### config.mk
export PLATFORM = sky130hd
export DESIGN_NAME = spi_dc_slave_ctrl
export DESIGN_NICKNAME = d
export VERILOG_FILES = /design/src/rtl/spi_dc_slave_ctrl.sv
export SDC_FILE = /design/constraint.sdc
export NUM_CORES = 1
export LEC_CHECK = 0
export CORE_MARGIN = 2
export CORE_UTILIZATION = 50
export CTS_BUF_LIST = sky130_fd_sc_hd__clkbuf_4 sky130_fd_sc_hd__clkbuf_8
export DETAILED_ROUTE_END_ITERATION = 8
export DONT_BUFFER_PORTS = 1
export GPL_TIMING_DRIVEN = 0
export RECOVER_POWER = 50
export SLEW_MARGIN = 20
export SYNTH_ARGS = -nofsm -noshare
export SYNTH_HDL_FRONTEND = slang
export SYNTH_SLANG_ARGS = --single-unit
### constraint.sdc
create_clock -name clk -period 7.5 [get_ports clk]
set_input_delay 1.5 -clock clk [delete_from_list [all_inputs] [get_ports clk]]
set_output_delay 1.5 -clock clk [all_outputs]
set_load 0.01 [all_outputs]
### src/rtl/spi_dc_slave_ctrl.sv
// Sequences host bytes into the Hamming SPI slave core, one start per byte, and captures decoded rx bytes with status.
// Optional error counters are built only when HM_ERR_CNT_EN is defined.
module spi_dc_slave_ctrl #(
  parameter int FIFO_DEPTH = 4,
  parameter int GAP_CYCLES = 2,
  parameter int TIMEOUT    = 0,
  parameter int TO_W       = 16
) (
  input  logic        clk,
  input  logic        rst,
  input  logic        enable,
  input  logic [7:0]  tx_data,
  input  logic        tx_valid,
  output logic        tx_ready,
  output logic        core_tx_en,
  output logic        core_start,
  output logic [7:0]  core_din,
  input  logic        core_sed_qvld,
  output logic        core_rx_en,
  input  logic [7:0]  core_dout,
  input  logic        core_err_only,
  input  logic        core_err_mul,
  input  logic        core_rec_qvld,
  output logic [7:0]  rx_data,
  output logic [1:0]  rx_status,
  output logic        rx_valid,
  input  logic        rx_ready,
  output logic        rx_ovf,
  input  logic        ovf_clr,
  output logic        tx_timeout,
  output logic        busy,
  output logic [15:0] corr_cnt,
  output logic [15:0] uncorr_cnt
);

  localparam int AW = (FIFO_DEPTH > 1) ? $clog2(FIFO_DEPTH) : 1;
  localparam logic [AW:0]   DEPTH_L = (AW+1)'(FIFO_DEPTH);
  localparam logic [TO_W:0] GAP_LIM = (TO_W+1)'(GAP_CYCLES);
  localparam logic [TO_W:0] TO_LIM  = (TO_W+1)'(TIMEOUT);

  typedef enum logic [2:0] {
    S_IDLE,
    S_LOAD,
    S_START,
    S_WAIT,
    S_GAP
  } state_t;

  state_t          state, state_nxt;
  logic [TO_W-1:0] cnt;
  logic [TO_W:0]   cnt_inc;
  logic            pop, push, to_hit, start_c;

  logic [7:0]      mem [FIFO_DEPTH];
  logic [AW-1:0]   wr_ptr, rd_ptr;
  logic [AW:0]     count;
  logic            full, empty;

  assign full     = (count == DEPTH_L);
  assign empty    = (count == '0);
  assign tx_ready = !rst && !full;
  assign push     = tx_valid && tx_ready;

  always_ff @(posedge clk) begin
    if (push) mem[wr_ptr] <= tx_data;
  end

  always_ff @(posedge clk) begin
    if (rst) begin
      wr_ptr   <= '0;
      rd_ptr   <= '0;
      count    <= '0;
      core_din <= 8'h00;
    end else begin
      if (push) wr_ptr <= wr_ptr + AW'(1);
      if (pop) begin
        rd_ptr   <= rd_ptr + AW'(1);
        core_din <= mem[rd_ptr];
      end
      case ({push, pop})
        2'b10:   count <= count + (AW+1)'(1);
        2'b01:   count <= count - (AW+1)'(1);
        default: count <= count;
      endcase
    end
  end

  assign cnt_inc = {1'b0, cnt} + (TO_W+1)'(1);

  always_comb begin
    state_nxt = state;
    pop       = 1'b0;
    start_c   = 1'b0;
    to_hit    = 1'b0;
    case (state)
      S_IDLE: begin
        if (enable && !empty) begin
          pop       = 1'b1;
          state_nxt = S_LOAD;
        end
      end
      S_LOAD:  state_nxt = S_START;
      S_START: begin
        start_c   = 1'b1;
        state_nxt = S_WAIT;
      end
      S_WAIT: begin
        // A done pulse in the same cycle as the deadline still counts as done.
        if (core_sed_qvld) begin
          state_nxt = S_GAP;
        end else if ((TIMEOUT != 0) && (cnt_inc == TO_LIM)) begin
          to_hit    = 1'b1;
          state_nxt = S_IDLE;
        end
      end
      S_GAP: begin
        if (cnt_inc >= GAP_LIM) state_nxt = S_IDLE;
      end
      default: state_nxt = S_IDLE;
    endcase
  end

  always_ff @(posedge clk) begin
    if (rst) begin
      state      <= S_IDLE;
      cnt        <= '0;
      tx_timeout <= 1'b0;
    end else begin
      state      <= state_nxt;
      tx_timeout <= to_hit;
      cnt        <= (state_nxt != state) ? '0 : cnt + TO_W'(1);
    end
  end

  assign core_start = start_c;
  assign busy       = (state != S_IDLE);
  assign core_tx_en = enable || busy;
  assign core_rx_en = enable;

  logic [1:0] rec_status;
  logic       rx_accept, rx_drop;

  assign rec_status = core_err_mul ? 2'b10 : (core_err_only ? 2'b01 : 2'b00);
  assign rx_accept  = !rx_valid || rx_ready;
  assign rx_drop    = core_rec_qvld && !rx_accept;

  always_ff @(posedge clk) begin
    if (rst) begin
      rx_valid  <= 1'b0;
      rx_data   <= 8'h00;
      rx_status <= 2'b00;
      rx_ovf    <= 1'b0;
    end else begin
      if (core_rec_qvld && rx_accept) begin
        rx_data   <= core_dout;
        rx_status <= rec_status;
        rx_valid  <= 1'b1;
      end else if (rx_ready) begin
        rx_valid  <= 1'b0;
      end
      if (rx_drop)      rx_ovf <= 1'b1;
      else if (ovf_clr) rx_ovf <= 1'b0;
    end
  end

`ifdef HM_ERR_CNT_EN
  logic [15:0] corr_q, uncorr_q;

  // Dropped frames are still counted: the counters track link quality, not host delivery.
  always_ff @(posedge clk) begin
    if (rst) begin
      corr_q   <= 16'h0000;
      uncorr_q <= 16'h0000;
    end else if (core_rec_qvld) begin
      if (rec_status == 2'b01 && corr_q != 16'hFFFF)   corr_q   <= corr_q + 16'd1;
      if (rec_status == 2'b10 && uncorr_q != 16'hFFFF) uncorr_q <= uncorr_q + 16'd1;
    end
  end

  assign corr_cnt   = corr_q;
  assign uncorr_cnt = uncorr_q;
`else
  assign corr_cnt   = 16'h0000;
  assign uncorr_cnt = 16'h0000;
`endif

endmodule
==> metrics, run 1 <==
status complete, no violations; P&R area growth vs syn 12.4%; Max Clock Freq 277 MHz; layout cells sized above 1 19.1%; post-CTS setup buffer count 0; Post-Synth Simple-Gate Area 17.5%; multi-input logic area 0.00152 mm2; gr ovfl total 0; Antenna diodes 0; Die Y-Extent 89.2 um; initial antenna violation count 0; power consumption 1.06 mW; drt total wl 6250 um; synthesized cell area 0.00363 mm2; row count 31; deepest clock path buffer count 2; multiplexer share of the synthesized area 7.75%; CP endpoint kind register; Port Buffers 0; post-CTS sizing 0; post-synthesis sequential area ratio 51.8%; Synth area leader edfxtp_1; Crit. Startpoint enable; critical path launch point type input port; Netlist cell types 49; die area 0.00796 mm2; largest net degree at the start of global routing 15; main combinational cell family by area after synthesis simple AND/OR/NAND/NOR gates; worst hold start core_din[3]; via/cell ratio 4.76; via count 2317; CTS tree yes; adder-cell share of the synthesized area 2.96%; Slew @ Worst Pin 755 ps; delay-heaviest family, CP buffers and inverters; routability cong. 0.806; GRT Util Overall 16.7%; Starting DRT DRC Count 56; peak supply drop 142 uV; DRT antenna net count 0; Starting Density 50.9%; crit path buf inv count 4; Main synth FF type dfxtp_1; number of flops mapped to enable cells by yosys 32; Skew-Pair Late Insertion Delay 350 ps; mean area per synthesized cell 10.7 um2; Commonest cells post-synth 46 x dfxtp_1, 40 x nor2_1, 38 x nand2_1; Placeable Area 0.00714 mm2; Yosys top cell area share 26.4%; first-pass GRT wire length 9830 um; P per Cell Area 260 mW/mm2; critical path class in2reg; slowest CP cell clkbuf_1; number of global-route vias before repair 2030; R2R Path Start state[2]; Final nets 417; cells along the critical path o31ai_1 > or2_2 > clkbuf_1 > inv_1 > clkbuf_1 > ha_1 > inv_1 > fa_1 > xor2_1 > or3_1 > a21oi_1; DR pass1 iterations 4; Worst Path Max Fanout 10; flops & latches, synth 78; WL per Instance 12.8 um; hold_buf cts 0; Critical Path AT 3890 ps; ys async rst share 0%; Residual DRC 0; Synth Area in Compound Gates 5.79%; final hold violation count 0; clock sinks 78; most frequent cell after synthesis dfxtp_1; Synth Area in XOR/XNOR 4.58%; Setup violations, final 0; Slew Viols, Final 0; filler instances 633; register area 0.00188 mm2; max incr delay on CP 390 ps; Top-Level Pins 84; CP required 7780 ps; Root Buffer clkbuf_8; Yosys Warn Count 0; max cap viols 0; clk slew on worst S/H paths 80 ps; hpwl dp 4550 um; crit share post-route 48.2%; post-route setup TNS 0 ps; worst min-delay path class reg2reg; worst rel slew slack 49.7%; H-Tree Depth 3; minimum clock period 3610 ps; cts bufs inserted 9; Worst Skew 8.44 ps; chip width 89.2 um; leakage power total 1.61 nW; synth top area cells edfxtp_1 26%, dfxtp_1 25%, buf_4 7.0%, mux4_2 5.0%, nor2_1 4.1%; Mapped Cells 340; RSZ-0062 raised after global routing false
==> flip-flops by register name, indices dropped and copies added (netlist names) <==
register,cells
cnt,16
core_din,8
count,3
mem,32
rd_ptr,2
rx_data,8
rx_ovf,1
rx_status,2
rx_valid,1
state,3
wr_ptr,2
==> per-layer routing <==
| metal | track usage [%] | share of wire [%] | vias up | wire, um |
|---|---|---|---|---|
| met1 | 20.7 | 43 | 1067 | 2680 |
| met3 | 4.89 | 5.1 | 12 | 317 |
| li1 | - | - | 1198 | - |
| met2 | 26.7 | 50 | 40 | 3110 |
| met4 | 8.14 | 2.1 | 0 | 131 |
| met5 | 0 | 0 | - | 0 |
==> logic make-up (layout without fill, tap and decap cells) <==
kind of cell	count (synthesis)	in the layout
flip-flops	78	78
adder cells (fa/ha/maj)	8	8
buffers and inverters	57	73
XOR/XNOR	19	19
AO/OA/AOI/OAI	32	32
AND/OR/NAND/NOR	127	127
other	1	33
multiplexers	18	18
==> cells in the final DEF, fill, tap and decap left out, drive strengths merged, types with 2 or more instances in the layout <==
cell type,instances
and3,5
xnor2,9
nand4,6
dfxtp,46
o31ai,4
nor2,42
nand2b,3
or2,3
buf,38
nor3b,4
clkinv,3
clkbuf,19
and2,2
or3,2
ha,7
edfxtp,32
nand2,38
nand3,6
a21oi,17
conb,33
nor4,4
nor2b,4
nand3b,2
mux2i,9
or4,2
o21ai,3
inv,11
xor2,10
nor3,2
mux4,8
==> through the flow <==
| stage | hold WS, ps | cell area [um2] | worst slack [ps] | instances | utilization [%] |
|---|---|---|---|---|---|
| floorplan | 467 | 3750 | 4000 | 372 | - |
| global placement | 492 | 3880 | 3750 | 471 | 54.3 |
| detailed placement | 499 | 3880 | 3710 | 471 | 54.3 |
| CTS | 511 | 4080 | 3990 | 487 | 57.2 |
| global route | 531 | 4080 | 3610 | 487 | 57.2 |
| finish | 507 | 4080 | 3890 | 487 | 57.2 |
==> tightest hold or removal path, cell delays in order, from the launching register on <==
cell	delay (ps)
dfxtp_1	350
nand2_1	70
a21oi_1	50
==> layout make-up <==
class	instances	share of cell area [%]
Inverter	10	0.919
Tap cell	99	3.03
Sequential cell	78	46.1
Multi-Input combinational cell	237	37.3
Clock buffer	10	3.37
Buffer	47	7.57
Clock inverter	6	1.69
==> worst paths after layout <==
check,to,slack (ps),cells past startpoint
max,count[2],3890,11
min,core_din[3],510,2
max reg2reg,count[2],4220,11
min reg2reg,core_din[3],510,2
==> power by group <==
group | internal (mW) | leakage (nW) | switching (mW)
sequential | 0.483 | 0.665 | 0.0368
clock | 0.164 | 0.103 | 0.155
combinational | 0.0970 | 0.842 | 0.125
total | 0.744 | 1.61 | 0.317
Power figures use the tool's default switching activity.
==> inputs of run 2 (changes only) <==
- PLACE_DENSITY: unset -> 0.68
- clock period: 7.5 -> 3 ns (I/O delays scaled with it)
==> run 2 against run 1 <==
Global-route usage fell by 0.49 points. Sequential share of layout area increased by 0.071 points. Clock skew grew 0.60 ps. Routed wire length fell by 0.77%. Non-clock buffer count decreased by 1. Critical endpoint unchanged. Largest power group unchanged. Die area stayed put. Final area down 0.15%. Combinational power increased to 2.5 times the previous value. Final cell count is 0.21% lower. First-iteration DRC count rose by 18%. Sequential cell count is the same.
==> metrics, run 2 (synthesis gave the netlist of run 1 again) <==
number of global-route vias before repair 2116 (+4.2%); Die Y-Extent 89.2 um (unchanged); final hold violation count 0 (unchanged); R2R Path Start state[2]; hold_buf cts 0 (unchanged); Starting DRT DRC Count 66 (+18%); Placeable Area 0.00714 mm2 (unchanged); slowest CP cell or3_4; CP required 3290 ps (-4490 ps); initial antenna violation count 0 (unchanged); hpwl dp 4480 um (-1.5%); power consumption 2.67 mW (+150%); Slew Viols, Final 0 (unchanged); WL per Instance 12.8 um (-0.56%); GRT Util Overall 16.2% (-0.49 points); crit path buf inv count 3 (-1); crit share post-route 94.1%; final hold slack 340 ps (-167 ps); gr ovfl total 0 (unchanged); Antenna diodes 0 (unchanged); max cap viols 0 (unchanged); Residual DRC 0 (unchanged); WHS Path Cells 0 (-2); layout cells sized above 1 18.9% (-0.21 points); Hold Path End mem[3][1]; first-pass GRT wire length 9520 um (-3.2%); pre-CTS setup slack -62.9 ps (-3770 ps); Core Util, Final 57.1% (-0.088 points); post-CTS setup buffer count 0 (unchanged); dpl cells 471 (unchanged); DRT antenna net count 0 (unchanged); min setup slack post-route 177 ps (-3710 ps); cells along the critical path or3_4 > or2_2 > inv_1 > buf_4 > ha_1 > inv_1 > fa_1 > xor2_1 > or3_1 > a21oi_1; P&R area growth vs syn 12.2%; worst rel slew slack 47.7% (-2.0 points); Starting Density 50.9% (unchanged); final instance area 0.00408 mm2 (-0.15%); Port Buffers 0 (unchanged); peak supply drop 421 uV (+200%); end of the worst register-to-register path count[2]; Slew @ Worst Pin 784 ps (+29.6 ps); post-route setup TNS 0 ps (unchanged); filler instances 646 (+2.1%); RSZ-0062 raised after global routing false; Skew-Pair Late Insertion Delay 350 ps (about the same); routability cong. 0.838 (+3.9%); cts bufs inserted 9 (unchanged); P per Cell Area 654 mW/mm2 (+150%); via count 2328 (+0.47%); most common cell after layout, fill and taps aside dfxtp_1; Worst Skew 9.04 ps (+0.600 ps); die area 0.00796 mm2 (unchanged); biggest regs mem: 32 flops, cnt: 16 flops; CP endpoint kind register; largest net degree at the start of global routing 16 (+1); Final nets 416 (-0.24%); leakage power total 1.60 nW (-0.39%); Top-Level Pins 84 (unchanged); H-Tree Depth 3 (unchanged); clock sinks 78 (unchanged); worst min-delay path class in2reg; cells on worst reg2reg path 10 (-1); worst hold start tx_data[1]; critical path launch point type register; Crit. Startpoint state[2]; chip width 89.2 um (unchanged); Biggest register mem; status complete, no violations; Setup violations, final 0 (unchanged); DR pass1 iterations 4 (unchanged); most frequent cells in the layout 46 x dfxtp_1, 42 x nor2_1, 38 x nand2_1; Area after DPL 0.00388 mm2 (unchanged); clk slew on worst S/H paths 90 ps (about the same); Worst Path Max Fanout 10 (unchanged); Root Buffer clkbuf_8; max FFs per register 32 (unchanged); max incr delay on CP 450 ps (+60 ps); Max Clock Freq 354 MHz; critical path class reg2reg; via/cell ratio 4.79 (+0.68%); row count 31 (unchanged); fin cells 486 (-0.21%); delay-heaviest family, CP simple AND/OR/NAND/NOR gates; Worst path most repeated cell inv_1; drt total wl 6200 um (-0.77%); minimum clock period 2820 ps; Critical Path AT 3110 ps (-780 ps); CTS tree yes; R2R Setup Slk 180 ps (-4040 ps); deepest clock path buffer count 2 (unchanged)
run 2: changes by cell type in the layout (fill, tap and decap cells not counted), sizes merged:
cell / delta
clkinv: -2
clkbuf: -2
inv: +2
clkinvlp: +1
run 2: worst max-delay path by stage:
stage | to | depth (start not counted)
floorplan | count[2] | 11
global placement | count[2] | 11
detailed placement | count[2] | 11
CTS | count[2] | 11
global route | count[2] | 10
finish | count[2] | 10
run 2: report_power, final:
| part | switching, mW | internal (mW) |
|---|---|---|
| combinational | 0.313 | 0.253 |
| sequential | 0.0990 | 1.21 |
| clock | 0.402 | 0.395 |
run 2: layout make-up:
class	count	area [um2]	area share, %
clock inverter	7	80.1	1.96
sequential	78	1880	46.2
multi-input combinational	237	1520	37.4
buffer	46	305	7.49
inverter	10	37.5	0.921
tap	99	124	3.04
clock buffer	9	124	3.04
run 2: worst register-to-register path: cells and delay by family, from the launching register on:
kind | cells | cell delay, ps
AND/OR/NAND/NOR | 3 | 1170
adder cells (fa/ha/maj) | 2 | 570
flip-flops | 1 | 380
buffers and inverters | 3 | 340
XOR/XNOR | 1 | 160
AO/OA/AOI/OAI | 1 | 140
run 2: layer usage:
layer  up-vias  share of wire, %  global-route usage (%)
met4         0              0.61                    4.75
met2        45                53                    27.7
met3         4               4.2                    7.20
met5         -                 0                       0
met1      1090                42                    18.2
li1       1189                 -                       -
run 2: timing repair:
item	4_1_cts	5_1_grt
endpoints found under the setup margin	1	1
resized for setup	2	0
pin swaps	0	0
==> inputs of run 3 (changes only) <==
- CAP_MARGIN: unset -> 20
==> results of run 3 <==
No change in the layout: final DEF, timing and power equal those of run 2.
